$ cat src/rtl/of_stage_fwd.sv
// Operand-fetch stage: register decode, EX/MA forwarding with load-use interlock,
// immediate generation and a valid/ready OF/EX pipeline register with stall counter.
module of_stage_fwd #(
    parameter int unsigned XLEN   = 32,
    parameter int unsigned PC_W   = 32,
    parameter int unsigned RA_IDX = 15,
    parameter int unsigned FWD_EN = 1,
    parameter int unsigned CNT_W  = 16
) (
    input  logic             i_clk,
    input  logic             i_rst,
    input  logic             i_if_valid,
    output logic             o_if_ready,
    input  logic [PC_W-1:0]  i_if_pc,
    input  logic [31:0]      i_if_instr,
    output logic [4:0]       o_cu_opcode,
    output logic             o_cu_imm,
    input  logic             i_cu_is_ret,
    input  logic             i_cu_is_st,
    input  logic             i_cu_is_imm,
    output logic [3:0]       o_rd_addr1,
    output logic [3:0]       o_rd_addr2,
    input  logic [XLEN-1:0]  i_rd_data1,
    input  logic [XLEN-1:0]  i_rd_data2,
    input  logic             i_ex_wr_en,
    input  logic             i_ex_is_ld,
    input  logic [3:0]       i_ex_wr_addr,
    input  logic [XLEN-1:0]  i_ex_wr_data,
    input  logic             i_ma_wr_en,
    input  logic [3:0]       i_ma_wr_addr,
    input  logic [XLEN-1:0]  i_ma_wr_data,
    input  logic             i_flush,
    output logic             o_of_valid,
    input  logic             i_of_ready,
    output logic [PC_W-1:0]  o_of_pc,
    output logic [31:0]      o_of_instr,
    output logic [XLEN-1:0]  o_of_a,
    output logic [XLEN-1:0]  o_of_b,
    output logic [XLEN-1:0]  o_of_op2,
    output logic [CNT_W-1:0] o_of_stall_cnt
);

    localparam logic [3:0] RA_ADDR = 4'(RA_IDX);
    localparam logic       FWD     = (FWD_EN != 0);

    logic            w_use1, w_use2;
    logic            w_ex_hit1, w_ex_hit2, w_ma_hit1, w_ma_hit2;
    logic            w_hazard, w_adv, w_fire;
    logic [XLEN-1:0] w_src1, w_src2, w_imm;
    logic [15:0]     w_imm16;

    logic             r_valid;
    logic [PC_W-1:0]  r_pc;
    logic [31:0]      r_instr;
    logic [XLEN-1:0]  r_a, r_b, r_op2;
    logic [CNT_W-1:0] r_cnt;

    // Decode towards the control unit and register file
    always_comb begin
        o_cu_opcode = 5'd0;
        o_cu_imm    = 1'b0;
        o_rd_addr1  = 4'd0;
        o_rd_addr2  = 4'd0;
        if (i_if_valid) begin
            o_cu_opcode = i_if_instr[31:27];
            o_cu_imm    = i_if_instr[26];
            o_rd_addr1  = i_cu_is_ret ? RA_ADDR : i_if_instr[21:18];
            o_rd_addr2  = i_cu_is_st ? i_if_instr[25:22] : i_if_instr[17:14];
        end
    end

    assign w_use1    = i_if_valid;
    assign w_use2    = i_if_valid && (!i_cu_is_imm || i_cu_is_st);
    assign w_ex_hit1 = i_ex_wr_en && (i_ex_wr_addr == o_rd_addr1);
    assign w_ex_hit2 = i_ex_wr_en && (i_ex_wr_addr == o_rd_addr2);
    assign w_ma_hit1 = i_ma_wr_en && (i_ma_wr_addr == o_rd_addr1);
    assign w_ma_hit2 = i_ma_wr_en && (i_ma_wr_addr == o_rd_addr2);

    // Operand bypass; an EX load cannot forward and is covered by the interlock
    always_comb begin
        w_src1 = i_rd_data1;
        w_src2 = i_rd_data2;
        if (FWD) begin
            if (w_ex_hit1 && !i_ex_is_ld) w_src1 = i_ex_wr_data;
            else if (w_ma_hit1)          w_src1 = i_ma_wr_data;
            if (w_ex_hit2 && !i_ex_is_ld) w_src2 = i_ex_wr_data;
            else if (w_ma_hit2)          w_src2 = i_ma_wr_data;
        end
    end

    always_comb begin
        w_hazard = (w_use1 && w_ex_hit1 && i_ex_is_ld) ||
                   (w_use2 && w_ex_hit2 && i_ex_is_ld);
        if (!FWD) begin
            w_hazard = w_hazard ||
                       (w_use1 && (w_ex_hit1 || w_ma_hit1)) ||
                       (w_use2 && (w_ex_hit2 || w_ma_hit2));
        end
    end

    assign w_imm16 = i_if_instr[15:0];

    always_comb begin
        w_imm = XLEN'(w_imm16);
        case (i_if_instr[17:16])
            2'b00:   w_imm = {{(XLEN-16){w_imm16[15]}}, w_imm16};
            2'b10:   w_imm = XLEN'({w_imm16, 16'h0000});
            default: w_imm = XLEN'(w_imm16);
        endcase
    end

    assign w_adv      = !r_valid || i_of_ready;
    assign o_if_ready = w_adv && !w_hazard && !i_flush;
    assign w_fire     = i_if_valid && o_if_ready;

    // OF/EX register: flush kills, backpressure holds, otherwise bubble or capture
    always_ff @(posedge i_clk) begin
        if (i_rst) begin
            r_valid <= 1'b0;
            r_pc    <= '0;
            r_instr <= '0;
            r_a     <= '0;
            r_b     <= '0;
            r_op2   <= '0;
            r_cnt   <= '0;
        end else begin
            if (i_flush) begin
                r_valid <= 1'b0;
            end else if (w_adv) begin
                r_valid <= w_fire;
                if (w_fire) begin
                    r_pc    <= i_if_pc;
                    r_instr <= i_if_instr;
                    r_a     <= w_src1;
                    r_b     <= i_cu_is_imm ? w_imm : w_src2;
                    r_op2   <= w_src2;
                end
            end
            if (i_if_valid && w_hazard && !i_flush && (r_cnt != '1)) begin
                r_cnt <= r_cnt + CNT_W'(1);
            end
        end
    end

    assign o_of_valid     = r_valid;
    assign o_of_pc        = r_pc;
    assign o_of_instr     = r_instr;
    assign o_of_a         = r_a;
    assign o_of_b         = r_b;
    assign o_of_op2       = r_op2;
    assign o_of_stall_cnt = r_cnt;

endmodule

$ cat config.mk
export PLATFORM = sky130hd
export DESIGN_NAME = of_stage_fwd
export DESIGN_NICKNAME = d
export VERILOG_FILES = /design/src/rtl/of_stage_fwd.sv
export SDC_FILE = /design/constraint.sdc
export NUM_CORES = 1
export LEC_CHECK = 0
export CAP_MARGIN = 0
export CORE_MARGIN = 10
export CORE_UTILIZATION = 38
export DETAILED_ROUTE_END_ITERATION = 16
export PLACE_DENSITY = 0.83
export SLEW_MARGIN = 5
export SYNTH_ARGS = -nofsm -noshare
export SYNTH_HDL_FRONTEND = slang
export SYNTH_SLANG_ARGS = --single-unit
$ cat constraint.sdc
create_clock -name i_clk -period 2.6 [get_ports i_clk]
set_input_delay 0.39 -clock i_clk [delete_from_list [all_inputs] [get_ports i_clk]]
set_output_delay 0.39 -clock i_clk [all_outputs]
set_load 0.02 [all_outputs]
# After elaboration in Yosys (flattened, before gate mapping)
# Cells that the tools add are included.
# Widths: inputs -> output; s select.
[totals]
ff_bits = 177
latchBits = 0
ram_bits = 0
rom_bits = 0
in_bits = 211
output_inout_bits = 192
word_cells = 55
mem_count = 0
[classes]
addsub = 1
mul = 0
div = 0
n_lt_le_gt_ge = 0
eq_ne = 6
shift = 0
mux = 12
bitwise = 1
n_reduce_logical = 28
[ops]
columns = ["op", "count"]
rows = [
  ["$mux 32", 5],
  ["$pmux 32 s2", 1],
  ["$logic_and 1x1->1", 17],
  ["$add 16x1->16 const B", 1],
  ["$eq 4x4->1", 4],
  ["$mux 4", 4],
  ["$ne 16x16->1 const B", 1],
  ["$logic_not 1->1", 5],
  ["$mux 5", 1],
  ["$logic_or 1x1->1", 3],
  ["$reduce_and 3->1", 1],
  ["$eq 2x2->1 const B", 1],
  ["$logic_not 2->1", 1],
  ["$reduce_or 2->1", 1],
  ["$mux 1", 1],
  ["$not 1->1", 1],
]

# Depth between registers and ports, before layout
[logic_depth]
depth_word = 12
ltp_mapped = 13
depth_no_buf = 8

# Worst setup path before layout
# Ideal clock, no wire load.
[synth_timing]
kind = "input to register"
from = "input i_if_valid"
to = "register r_cnt[10] (netlist: o_of_stall_cnt[10])"
setup_time_ns = 0.123
arrival_time_ns = 2.749
required_time_ns = 2.477
setup_slack_ns = -0.273
stages = 10
path_buffers = 3
path_cell_list = "buf_4 > inv_2 > buf_6 > nor2_1 > xor2_1 > or4_4 > a211o_4 > buf_6 > nor4_2 > mux2_1"
[synth_between]
elab_chain_len = 9
word_cells_on_any_way = 15
classes_between = "eq/ne: 2; mux: 2; reduce/logical: 11"
[synth_lines]
columns = ["item", "line_no", "rtl"]
rows = [
  ["start: declaration", "12", "input logic i_if_valid,"],
  ["$mux 4", "64", "if (i_if_valid) begin"],
  ["net o_rd_addr2[3]", "22", "output logic [3:0] o_rd_addr2,"],
  ["$eq 4x4->1", "75", "assign w_ex_hit2 = i_ex_wr_en && (i_ex_wr_addr == o_rd_addr2);"],
  ["$logic_and 1x1->1", "75", ""],
  ["$logic_and 1x1->1 (2 in a row)", "93", "(w_use2 && w_ex_hit2 && i_ex_is_ld);"],
  ["$logic_or 1x1->1", "92", "w_hazard = (w_use1 && w_ex_hit1 && i_ex_is_ld) ||"],
  ["$logic_and 1x1->1 (3 in a row)", "139", "if (i_if_valid && w_hazard && !i_flush && (r_cnt != '1)) begin"],
  ["end signal: assignment", "140", "r_cnt <= r_cnt + CNT_W'(1);"],
  ["end: declaration", "56", "logic [CNT_W-1:0] r_cnt;"],
]
# The timed path passes the listed nets, and every way through them passes these cells.
# A chain may end at the register's enable or synchronous reset.

# Worst setup path in the final report
[layout_timing]
from = "input i_cu_is_st"
to = "register r_cnt[5] (netlist: o_of_stall_cnt[5])"
[layout_between]
elab_chain_len = 10
word_cells_on_any_way = 12
classes_between = "eq/ne: 1; mux: 2; reduce/logical: 9"
[layout_lines]
columns = ["item", "line_no", "rtl"]
rows = [
  ["start: declaration", "19", "input logic i_cu_is_st,"],
  ["$mux 4", "68", "o_rd_addr2 = i_cu_is_st ? i_if_instr[25:22] : i_if_instr[17:14];"],
  ["$mux 4", "64", ""],
  ["$eq 4x4->1", "75", ""],
  ["$logic_and 1x1->1", "75", ""],
  ["$logic_and 1x1->1 (*) (2 in a row)", "93", ""],
  ["$logic_or 1x1->1 (*)", "92", ""],
  ["$logic_and 1x1->1 (*) (3 in a row)", "139", ""],
]
# Mark *: on every way between the ends. The rest lies on a longest branch, timed or not.

==> out/results.tsv <==
stage	metric	value	unit
run_status	status	finished, final reports clean	
finish	Layout Cells excl Fill	1817	
timing	Layout Skew	0.0107	ns
timing	Worst Tran Pin Value	0.577	ns
logic_synthesis	ys flop type	dfxtp_1	
die	Core Box Area	22500	sq um
placed_design	DP Cell Count	1769	
detailed_routing	Vias	9890	
timing	Pins Over Slew Limit	0	
timing	RSZ-0062 raised after global routing	false	
detailed_routing	DR vias/cell	5.44	
global_route	vias in the first global route	9732	
detailed_routing	1st-iter DRT viols	753	
logic_synthesis	sequential area share after synthesis	41.1	%
setup_path	worst setup path class	input port to register	
setup_path	Critical Path RT	2.92	ns
timing	Achievable Freq	390	MHz
global_route	initial antenna violation count	2	
logic_synthesis	Post-synth EDFFs	0	
clock_tree	Root Buffer	clkbuf_16	
die	Die X	171	um
logic_synthesis	Yosys reg bits	177	
pwr	Power Dens Cells	531	nW/um^2
finish	Synth-to-Final Area Change	66.0	%
logic_synthesis	post-synth top area share	41.1	%
die	row count	55	
timing	Max-Slew Margin vs Limit	61.5	%
die	I/O Pins	403	
global_route	total track usage	25.0	%
clock_tree	CTS sink count	177	
die	Starting Density	38.3	%
placed_design	Place WS	-0.838	ns
detailed_routing	Initial DRT Pass Iterations	5	
global_route	largest net degree at the start of global routing	72	
setup_path	Worst Path Arrival	2.88	ns
detailed_routing	Routed WL	38.6	mm
logic_synthesis	Avg Synthesized Cell Area	7.88	sq um
timing	Final Hold Fails	0	
detailed_routing	drt drc	0	
die	die height	171	um
finish	share of cells above drive strength 1	11.0	%
setup_path	CP Max Fanout	6	
timing	post-route setup slack	0.0372	ns
clock_tree	Clock Latency Late Sink	0.43	ns
timing	Final Cycle Share	98.6	%
setup_path	Setup crit start kind	input port	
placed_design	HPWL Detailed	29.7	mm
logic_synthesis	Async SR Flop Fraction	0	%
logic_synthesis	top post-synthesis cells by area	dfxtp_1 41%, nand2_1 9.5%, a21oi_1 9.1%	
logic_synthesis	syn_nets	1307	
logic_synthesis	Synth Warn #	0	
finish	footprint of the multi-input gates	4840	sq um
placed_design	Port Buffers	402	
detailed_routing	post-route ant nets	0	
logic_synthesis	mapped cell area	8620	sq um
pwr	Static Leakage	5.79	nW
hold_path	Hold Crit Class	input port to register	
setup_path	Crit. End Element	register	
clock_tree	CTS HTree Levels	4	
timing	Sum Neg Setup Slack	0	ns
logic_synthesis	Synth cell types	56	
logic_synthesis	Synth area leader	dfxtp_1	
flow_run	Max Cap Viol	0	
finish	final net count	1729	
timing	post-layout minimum cycle time	2.56	ns
detailed_routing	WL/cell	21.2	um
clock_tree	CTS Buffer Depth	2	
finish	fillcell total	1931	
pwr	Max VDD drop	0.339	mV
clock_tree	CTS tree	done	
global_route	grt total ovfl	0	
timing	final setup vio count	0	
global_route	first-pass GRT wire length	56.3	mm
die	die area	29100	sq um
clock_tree	Reg clk slew, reported paths	0.08	ns
clock_tree	CTS buffer count	17	
placed_design	GPL Wtd Cong	0.931	
finish	Reg area	3540	sq um
logic_synthesis	Synth Instances	1095	
synth_stat cells (3+ instances only):
library cell,number
and3_1,21
a21oi_1,157
nor3_1,3
a211oi_1,32
xor2_1,4
nor2_1,116
inv_1,10
o31ai_1,8
nand2_1,219
mux2i_1,52
o21a_1,3
and2_1,7
nor2b_1,4
clkbuf_1,66
buf_1,16
a311oi_1,16
buf_6,4
o21ai_0,12
nor4_2,3
or3_1,34
dfxtp_1,177
nand3_1,8
nor4_1,3
mux2_2,3
a211o_1,66
or4_1,7
buf_2,6
what timing repair did:
item,4_1_cts,5_1_grt
setup buffers,9,4
hold buffers,0,0
pin swaps,6,5
gates cloned,2,0
resized for setup,34,21
endpoints found under the setup margin,177,141
final cells by class:
| type | count | area share (%) |
|---|---|---|
| Timing Repair Buffer | 494 | 34.5 |
| Multi-Input combinational cell | 816 | 33.8 |
| Sequential cell | 177 | 24.8 |
| Clock buffer | 17 | 2.97 |
| Tap cell | 285 | 2.49 |
| Clock inverter | 15 | 1.15 |
| Inverter | 11 | 0.306 |
| Antenna cell | 2 | 0.0350 |
cell usage in the layout (no fill, tap or decap), types with 10 or more instances in the layout:
cell type,netlist,layout
a211o_1,66,66
dfxtp_1,177,177
a311oi_1,16,13
and3_1,21,21
clkbuf_16,0,17
inv_1,10,10
clkdlybuf4s50_1,0,386
nand2_1,219,217
or3_1,34,32
mux2i_1,52,50
nor2_1,116,114
a211oi_1,32,32
a21oi_1,157,157
buf_12,0,15
buf_4,1,74
critical path: stages:
cell      delay [ns]
clkbuf_4        0.19
buf_12          0.12
mux2i_4         0.24
or3_4           0.17
nand4b_4        0.10
or4_4           0.59
nand2_4         0.12
buf_4           0.10
buf_4           0.09
buf_4           0.09
buf_4           0.09
buf_4           0.09
and4_4          0.21
mux2_4          0.29
metrics by stage:
step	total power, mW	hold slack [ns]	area [sq um]	utilization, %
floorplan	3.88	0.468	8690	-
global route	7.90	0.358	14300	63.6
global placement	4.96	0.439	13500	60.0
detailed placement	4.99	0.446	13500	60.0
finish	7.61	0.361	14300	63.6
CTS	7.63	0.346	14200	63.2
state kept, by name, summed over array words and instances (netlist names):
| signal | cells |
|---|---|
| o_of_a | 32 |
| o_of_op2 | 32 |
| o_of_instr | 32 |
| o_of_stall_cnt | 16 |
| o_of_valid | 1 |
| o_of_pc | 32 |
| o_of_b | 32 |
layer usage:
metal	part of all wire, %	routed length (um)	GRT usage, %
met1	38	14800	27.7
met2	49	19000	43.1
met3	9.1	3520	8.32
met4	3.3	1290	10.3
met5	0	0	0
where the power goes:
group          total [mW]  internal, mW  switching [mW]
registers            2.98          2.89          0.0948
logic                1.99         0.984            1.01
clock network        2.63          1.37            1.26
total                7.61          5.25            2.36
path summary, 6_finish.rpt:
| check | from | to | slack, ns | cells past startpoint |
|---|---|---|---|---|
| setup / recovery | i_cu_is_st | o_of_stall_cnt[5] | 0.04 | 14 |
| hold / removal | i_rst | o_of_pc[8] | 0.36 | 2 |
| setup reg to reg | o_of_stall_cnt[3] | o_of_stall_cnt[5] | 0.37 | 7 |
| hold reg to reg | o_of_op2[31] | o_of_op2[31] | 0.45 | 2 |
cells by family after synthesis:
family / synth area share, %
simple gates: 22.6
compound gates: 23.7
flops: 41.1
buf+inv: 5.01
mux: 7.01
xor+xnor: 0.508
fa+ha+maj: 0.145
Power figures use the tool's default switching activity.
